### config.mk
export PLATFORM = sky130hd
export DESIGN_NAME = piece_step_scheduler
export DESIGN_NICKNAME = d
export VERILOG_FILES = /design/src/rtl/piece_step_scheduler.sv
export SDC_FILE = /design/constraint.sdc
export NUM_CORES = 1
export LEC_CHECK = 0
export CAP_MARGIN = 30
export CELL_PAD_IN_SITES_DETAIL_PLACEMENT = 1
export CELL_PAD_IN_SITES_GLOBAL_PLACEMENT = 1
export CORE_UTILIZATION = 32
export DETAILED_ROUTE_END_ITERATION = 16
export GPL_ROUTABILITY_DRIVEN = 0
export GPL_TIMING_DRIVEN = 1
export MAX_ROUTING_LAYER = met4
export PLACE_DENSITY = 0.75
export RECOVER_POWER = 100
export SLEW_MARGIN = 20
export SYNTH_ARGS = -nofsm -noshare
export SYNTH_HDL_FRONTEND = slang
export SYNTH_SLANG_ARGS = --single-unit
### constraint.sdc
create_clock -name clk -period 2.1 [get_ports clk]
set_input_delay 0.42 -clock clk [delete_from_list [all_inputs] [get_ports clk]]
set_output_delay 0.42 -clock clk [all_outputs]
set_load 0.05 [all_outputs]
### src/rtl/piece_step_scheduler.sv
// piece_step_scheduler: arbitrates latched piece actions onto one shared collision checker
// and sequences lock, spawn and game-over for the falling piece.
module piece_step_scheduler #(
    parameter logic [3:0] X_ORI = 4'd6,
    parameter logic [4:0] Y_ORI = 5'd23
) (
    input  logic        clk,
    input  logic        rst_n,
    input  logic [6:0]  req,
    input  logic [15:0] rot_cw_float,
    input  logic [15:0] rot_ccw_float,
    input  logic [15:0] spawn_float,
    input  logic        chk_ack,
    input  logic        chk_ok,
    input  logic        lock_done,
    output logic [3:0]  pos_x,
    output logic [4:0]  pos_y,
    output logic [15:0] float,
    output logic        chk_req,
    output logic [3:0]  chk_x,
    output logic [4:0]  chk_y,
    output logic [15:0] chk_float,
    output logic        lock_req,
    output logic        clear_req,
    output logic        busy,
    output logic        game_over
);
    typedef enum logic [2:0] {OVER, WAIT, CHECK, LOCK, SPAWN} state_t;
    state_t state, state_d;
    logic [6:0]  pend, pend_d, clr;
    logic [2:0]  act, act_d, sel;
    logic [3:0]  pos_x_d, chk_x_d;
    logic [4:0]  pos_y_d, chk_y_d;
    logic [15:0] float_d, chk_float_d;
    logic        chk_req_d, game_over_d, lock_now, at_edge, spawn_load;

    always_comb begin
        sel = pend[3] ? 3'd3 : pend[4] ? 3'd4 : pend[5] ? 3'd5 : pend[6] ? 3'd6 : pend[2] ? 3'd2 : 3'd0;
        at_edge = (sel == 3'd5 && pos_x == 4'd0) || (sel == 3'd6 && pos_x == 4'd15) ||
                  ((sel == 3'd0 || sel == 3'd2) && pos_y == 5'd0);
        // a hard drop that reaches row 0 has nowhere left to go, so it locks like a failure
        lock_now = (act == 3'd2) ? (!chk_ok || chk_y == 5'd0) : (act == 3'd0 && !chk_ok);
        state_d = state;
        act_d = act;
        clr = '0;
        pos_x_d = pos_x;
        pos_y_d = pos_y;
        float_d = float;
        chk_x_d = chk_x;
        chk_y_d = chk_y;
        chk_float_d = chk_float;
        chk_req_d = chk_req;
        game_over_d = game_over;
        case (state)
            WAIT: if (|pend) begin
                act_d = sel;
                if (at_edge) begin
                    clr[sel] = 1'b1;
                    state_d = (sel == 3'd5 || sel == 3'd6) ? WAIT : LOCK;
                end else begin
                    state_d = CHECK;
                    chk_req_d = 1'b1;
                    chk_x_d = (sel == 3'd5) ? pos_x - 4'd1 : (sel == 3'd6) ? pos_x + 4'd1 : pos_x;
                    chk_y_d = (sel == 3'd0 || sel == 3'd2) ? pos_y - 5'd1 : pos_y;
                    chk_float_d = (sel == 3'd3) ? rot_cw_float : (sel == 3'd4) ? rot_ccw_float : float;
                end
            end
            CHECK: if (chk_ack) begin
                if (chk_ok) begin
                    pos_x_d = chk_x;
                    pos_y_d = chk_y;
                    float_d = chk_float;
                end
                if (act == 3'd2 && !lock_now)
                    chk_y_d = chk_y - 5'd1;
                else begin
                    chk_req_d = 1'b0;
                    clr[act] = 1'b1;
                    state_d = lock_now ? LOCK : WAIT;
                end
            end
            LOCK: if (lock_done) state_d = SPAWN;
            SPAWN: if (!chk_req)
                chk_req_d = 1'b1;
            else if (chk_ack) begin
                chk_req_d = 1'b0;
                state_d = chk_ok ? WAIT : OVER;
                game_over_d = !chk_ok;
            end
            default: ;
        endcase
        spawn_load = req[1] || (state == LOCK && lock_done);
        if (req[1]) begin
            state_d = SPAWN;
            chk_req_d = 1'b0;
            game_over_d = 1'b0;
        end
        if (spawn_load) begin
            pos_x_d = X_ORI;
            pos_y_d = Y_ORI;
            float_d = spawn_float;
            chk_x_d = X_ORI;
            chk_y_d = Y_ORI;
            chk_float_d = spawn_float;
        end
        pend_d = ((state_d == LOCK && state != LOCK) ? 7'd0 : pend & ~clr) | (req & 7'b1111101);
        if (req[1] || state_d == OVER) pend_d = '0;
    end

    always_ff @(posedge clk or negedge rst_n) begin
        if (!rst_n) begin
            state <= OVER;
            pend <= '0;
            act <= '0;
            pos_x <= X_ORI;
            pos_y <= Y_ORI;
            float <= '0;
            chk_x <= X_ORI;
            chk_y <= Y_ORI;
            chk_float <= '0;
            chk_req <= 1'b0;
            lock_req <= 1'b0;
            clear_req <= 1'b0;
            busy <= 1'b1;
            game_over <= 1'b1;
        end else begin
            state <= state_d;
            pend <= pend_d;
            act <= act_d;
            pos_x <= pos_x_d;
            pos_y <= pos_y_d;
            float <= float_d;
            chk_x <= chk_x_d;
            chk_y <= chk_y_d;
            chk_float <= chk_float_d;
            chk_req <= chk_req_d;
            lock_req <= state_d == LOCK;
            clear_req <= req[1];
            busy <= state_d != WAIT;
            game_over <= game_over_d;
        end
    end
endmodule

; ---- Yosys cells after proc, flatten, opt, wreduce, memory -nomap -nowiden
; Index checks and enable logic that the tools add are counted.
[op_classes]
eq_ne = 23
n_bitwise = 3
order_cmp = 4
add_sub_neg = 4
n_reduce_logical = 41
n_mux = 72
[ops]
columns = cell, count
row1 = $mux 16, 10
row2 = $mux 5, 10
row3 = $mux 7, 6
row4 = $mux 4, 10
row5 = $mux 3, 11
row6 = $ne 3x3->1 const B, 8
row7 = $eq 3x2->1 const B, 6
row8 = $reduce_bool 2->1, 8
row9 = $mux 1, 15
row10 = $pmux 7 s2, 1
row11 = $eq 3x3->1 const B, 4
row12 = $pmux 3 s4, 1
row13 = $logic_not 5->1, 2
row14 = $pmux 5 s2, 1
row15 = $reduce_and 5->1, 2
row16 = $sub 5x1->5 const B, 2
row17 = $logic_and 1x1->1, 9
row18 = $logic_not 3->1, 3
row19 = $reduce_and 3->1, 3
row20 = $lt 3x4->1 const B, 2
row21 = $mux 2, 4
row22 = $and 7x7->7, 1
row23 = $logic_or 1x1->1, 7
row24 = $not 7->7, 1
row25 = other kinds (17), 20
[word_totals]
ff_bits = 68
word_cells = 161
out_inout_bits = 55
input_bits = 60

; ---- Longest topological paths before layout
[logic_depth]
ltp_word = 18
depth_mapped = 9
ltp_nobuf = 8

; ---- Worst setup path before layout
; No wires, ideal clock.
[synth_timing]
path_kind = register -> register
startpoint = reg chk_y[0]
endpoint = reg pend[1]
t_required_ns = 2.020
path_buffers = 0
path_stages_with_launch = 9
setup_time_ns = 0.080
arrival_ns = 2.302
synth_period_minus_slack_ns = 2.382
setup_slack_ns = -0.282
path_cell_list = dfstp_2 -> inv_1 -> ha_1 -> nor4b_1 -> nor4b_2 -> o221ai_1 -> o21ai_1 -> nor3_1 -> nor3_2
[synth_via]
elab_chain_cells = 14
word_cells_on_any_way = 22
cone_classes = eq/ne (1) / mux (11) / bitwise (3) / reduce/logical (7)
[synth_rtl]
columns = item, line
row1 = "start, declared", 21  ; output logic [4:0] chk_y,
row2 = "start signal, assigned", 134  ; chk_y <= chk_y_d;
row3 = $logic_not 5->1 *, 42  ; lock_now = (act == 3'd2) ? (!chk_ok || chk_y == 5'd0) : (act == 3'd0 && !chk_ok);
row4 = $logic_or 1x1->1 *, 42
row5 = $mux 1 *, 42
row6 = $logic_not 1->1, 74  ; if (act == 3'd2 && !lock_now)
row7 = $logic_and 1x1->1, 74
row8 = $mux 3, 74
row9 = $mux 3, 68  ; CHECK: if (chk_ack) begin
row10 = $pmux 3 s4, 54  ; case (state)
row11 = $mux 3, 93  ; if (req[1]) begin
row12 = $eq 3x2->1, 106  ; pend_d = ((state_d == LOCK && state != LOCK) ? 7'd0 : pend & ~clr) | (req & 7'b1111101);
row13 = $logic_and 1x1->1, 106
row14 = $mux 7, 106
row15 = $or 7x7->7, 106
row16 = $mux 7 *, 107  ; if (req[1] || state_d == OVER) pend_d = '0;
row17 = via pend_d[1], 30  ; logic [6:0] pend, pend_d, clr;
row18 = "end signal, assigned", 128  ; pend <= pend_d;
row19 = "end, declared", 30
; The timed path passes the listed nets; every way through them passes the cells marked *.
; A chain may end at the register's enable or synchronous reset.

; ---- Worst setup path in the final report
[layout_timing]
startpoint = reg pos_x[1]
endpoint = reg pend[1]
[layout_via]
elab_chain_cells = 13
word_cells_on_any_way = 22
cone_classes = eq/ne (2) / mux (9) / bitwise (3) / reduce/logical (8)
[layout_rtl]
columns = item, line
row1 = "start, declared", 16  ; output logic [3:0] pos_x,
row2 = "start signal, assigned", 130  ; pos_x <= pos_x_d;
row3 = $eq 4x4->1 / $logic_not 4->1 (equally long branches), 39  ; at_edge = (sel == 3'd5 && pos_x == 4'd0) || (sel == 3'd6 && pos_x == 4'd15) ||
row4 = $logic_and 1x1->1, 39
row5 = $logic_or 1x1->1 * (2 in a row), 39
row6 = $mux 2, 57  ; if (at_edge) begin
row7 = $mux 3, 55  ; WAIT: if (|pend) begin
row8 = $pmux 3 s4, 54
row9 = $mux 3, 93
row10 = $eq 3x2->1, 106
row11 = $logic_and 1x1->1, 106
row12 = $mux 7, 106
row13 = $or 7x7->7, 106
row14 = $mux 7 *, 107
row15 = via pend_d[1], 30
; Marks and branches as above.

==> results by stage <==
Pwr:
- For this design the ratio of total power to cell area is 735 nW/um2.
- In this run, flip-flops and latches consume 34.7% of the power.
- Net switching is 30.7% of the power.
- In this run, the clock network consumes 40.0% of the power.
- Of the total power, combinational logic draws 25.2%.
- The peak ir drop on the vdd network is 0.313 mV.
- For this design the total switching power over the nets is 1.36 mW.
- The internal power contribution is 3.09 mW.
- The reported leakage power is 2.51 nW.

Setup path:
- In this run the critical register-to-register path is captured at pend[1].
- At the worst endpoint, the arrival time is 2430 ps.
- For the worst flop-to-flop path, the logic depth is 10.
- The worst setup path is launched from a flop.
- The worst-case register-to-register setup slack is -90 ps.
- In this run the worst path has a maximum fanout of 8.
- The category of the worst setup path capture point is a flop.
- The launching point of the worst reg2reg path is pos_x[1].
- The kind of critical path is reg -> reg.
- The required time reported for the critical path endpoint is 2340 ps.

Synth:
- For this run, asynchronously set or reset flops after synthesis account for 100%.
- The synthesized netlist occupies a cell area of 3960 um2.
- The Yosys step of the flow raised 0 warnings.
- Synthesis inferred 68 register bits.
- Synthesis instantiated 60 different standard cells from the library.
- Sorting the synthesized cells by area gives the leading types as sky130_fd_sc_hd__dfrtp_1, sky130_fd_sc_hd__dfstp_2, sky130_fd_sc_hd__nor2_1.
- The net count after synthesis is 526.
- The most used flip-flop cell after synthesis is sky130_fd_sc_hd__dfrtp_1.
- The sequential-to-total area share from yosys stat is 43.4%.
- The per-instance average area after synthesis is 8.63 um2.
- The number of enable-type register cells in the synthesized netlist is 0.
- The share of synthesized area in the top cell type comes to 34.1%.
- The cell type contributing the most total cell area after synthesis is sky130_fd_sc_hd__dfrtp_1.
- The post-synthesis instance total is 459.

CTS:
- The tree built by TritonCTS fans out to 68 sinks.
- The cell sitting at the root of the clock tree is a sky130_fd_sc_hd__clkbuf_16.
- The H-tree level count is 3.
- The clock passes through at most 2 buffers.
- The count of hold buffers inserted by post-cts repair is 0.
- The number of buffers added by the clock tree synthesis step is 9.
- The insertion delay to the later sink of the worst-skew pair is 330 ps.
- The clock tree from TritonCTS is built.
- Clock-pin slew was measured on the worst setup and hold paths at 60 ps.

Global route:
- The met2 capacity usage during global routing is 41.4%.
- The largest net degree at the start of global routing is 42.
- The met3 routing resource usage after global routing is 3.32%.
- The busiest metal layer after global routing is met2.
- The combined global-route utilization of all metal layers is 23.9%.
- Summed over all layers, the global routing overflow is 0.
- Global routing consumed, on the met1 layer, 28.5% of the routing resources.
- The number of global-route vias before repair is 4512.
- The initial antenna violation count was 0.
- The first-pass GRT wire length is 23400 um.

STA:
- Of the available clock period, the critical path in the final layout requires 104%.
- The number of failing setup endpoints in the final timing report is 32.
- The headroom to the max-slew limit is 26.0%.
- Once routing completed, OpenROAD measured the worst setup slack at -91.9 ps.
- The max-slew violation count is 0.
- The count of endpoints failing hold in the final timing report came to 0.
- The setup skew after layout is 6.91 ps.
- The shortest clock period the worst path allows after layout is 2190 ps.
- Setup repair after global routing could not meet its margin everywhere.
- The top achievable clock speed is 456 MHz.
- The transition time of the tightest slew-check pin is 1110 ps.

Layout:
- The post-route netlist has 20.3% of its cells at a drive strength greater than 1.
- The final layout contains 687 nets.
- Counting the fill cells in the layout gives 1387.
- The end-of-flow core utilization is 50.2%.
- The relative area change from synthesis to final layout is 52.9%.
- In the layout the commonest cells are sky130_fd_sc_hd__nor2_1, sky130_fd_sc_hd__clkdlybuf4s50_1, sky130_fd_sc_hd__buf_4.
- The most common library cell in the layout ignoring fill and taps is sky130_fd_sc_hd__nor2_1.
- The total inserted antenna cells is 0.

Floorplanning:
- The full die area is 12800 um2.
- The number of ports placed on the die boundary is 115.
- The number of standard-cell rows in the floorplan is 40.
- Once the floorplan was initialized, standard cells occupied 32.9% of the core.
- The floorplan die width is 113 um.
- The core area is 12100 um2.
- The die is 113 um tall.

Run status:
- The run finished, with violations left.
- The final reports fail on setup timing.

Detailed routing:
- The residual DRC count is 0.
- In the routed layout, each cell is associated on average with a via count of 5.18.
- The final layout contains routed wiring with a total length of 14300 um.
- The final route contains 4104 vias.
- Dividing the detail-routed wire length by the instance count gives 18.0 um.
- The first detailed-routing pass ran for 4 iterations.
- In this run, the number of DRC markers left after iteration 0 of detailed routing was 174.
- The count of nets left with antenna violations once routing finished came out at 0.

Place:
- The number of buffers inserted by port buffering is 114.
- The half-perimeter wire length of the detailed placement result is 10100 um.
- The post-place setup slack is -245 ps.

Flow run:
- The tool flagged a number of max-cap violations equal to 0.

Hold path:
- The path class of the lowest-slack min-delay path is in -> async.
timing repair:
action,in CTS,in global routing
hold endpoints to repair,0,0
resized for setup,11,1
pin swaps,2,0
setup endpoints to repair,33,35
buffers inserted,7,0
worst max-delay path: stages (launching register included):
cell and delay, ps:
sky130_fd_sc_hd__dfstp_4 640, sky130_fd_sc_hd__inv_4 40, sky130_fd_sc_hd__ha_4 140, sky130_fd_sc_hd__nor4bb_4 150, sky130_fd_sc_hd__a41oi_4 270, sky130_fd_sc_hd__a21oi_1 160, sky130_fd_sc_hd__buf_4 170, sky130_fd_sc_hd__o21ai_2 120
sky130_fd_sc_hd__buf_4 170, sky130_fd_sc_hd__nor3_1 60, sky130_fd_sc_hd__nor3_2 180
layer usage:
layer  vias up  share of wire, %  routed length, um
met1      2055                43               6180
li1       1946                 -                  -
met2        84                52               7390
met5         -                 0                  0
met3        19               3.0                422
met4         0               1.8                259
synthesized netlist by cell type (all sizes together) (4+ instances only):
| master | number |
|---|---|
| nor3 | 5 |
| xnor2 | 7 |
| inv | 19 |
| nor2 | 73 |
| clkbuf | 10 |
| nand3 | 6 |
| nand2 | 51 |
| a21oi | 52 |
| or2 | 4 |
| a31oi | 22 |
| dfrtp | 54 |
| mux2i | 17 |
| ha | 7 |
| o21ai | 35 |
| dfstp | 14 |
| o31ai | 9 |
| buf | 18 |
layout make-up:
type	count	area (um2)	share of cell area (%)
multi-input cells	344	2150	35.5
flip-flops and latches	68	1730	28.5
repair buffers	178	1540	25.4
clock buffers	12	256	4.23
well taps	168	210	3.47
clock inverters	4	95.1	1.57
inverters	19	76.3	1.26
flip-flops by register name, summed over array words and instances (netlist names):
signal and count:
state 3, chk_y 5, act 3, chk_float 16, busy 1, game_over 1, pos_y 5, float 16
clear_req 1, chk_x 4, chk_req 1, lock_req 1, pend 7, pos_x 4
cells by family after synthesis:
kind of cell / count (synthesis) / share of synthesized area (%)
AOI/OAI and AO/OA: 145 / 23.1
xor gates and xnor gates: 7 / 1.55
DFF: 68 / 43.4
and+or+nand+nor: 168 / 20.1
muxes: 17 / 4.29
buffers and inverters: 47 / 5.30
adders and majority gates: 7 / 2.21
how the worst max path moves through the flow:
stage / startpoint / end / slack [ps] / cells after the start
2_1_floorplan: pos_x[1] / pend[1] / -150 / 9
3_3_place_gp: chk_ok / lock_req / -150 / 7
3_5_place_dp: chk_ok / pend[5] / -240 / 7
4_1_cts: pos_x[1] / chk_float[11] / -60 / 8
5_1_grt: pos_y[1] / pend[4] / -200 / 11
6_report: pos_x[1] / pend[1] / -90 / 10
power by group through the flow:
| stage | combinational (mW) | clock, mW | sequential [mW] |
|---|---|---|---|
| floorplan | 0.414 | 0 | 1.78 |
| global placement | 1.11 | 0 | 1.56 |
| detailed placement | 1.13 | 0 | 1.56 |
| CTS | 1.17 | 1.80 | 1.55 |
| global route | 1.21 | 1.87 | 1.56 |
| finish | 1.12 | 1.78 | 1.55 |
stage by stage:
stage / cell area, um2 / TNS [ps] / std cells / power (mW) / hold WS [ps]
2_1_floorplan: 4060 / -1900 / 459 / 2.19 / 124
3_3_place_gp: 5700 / -2280 / 770 / 2.66 / 395
3_5_place_dp: 5700 / -4450 / 770 / 2.69 / 404
4_1_cts: 6150 / -882 / 793 / 4.51 / 54.9
5_1_grt: 6060 / -4940 / 793 / 4.64 / 344
6_report: 6060 / -1500 / 793 / 4.45 / 281
Power figures use the tool's default switching activity.
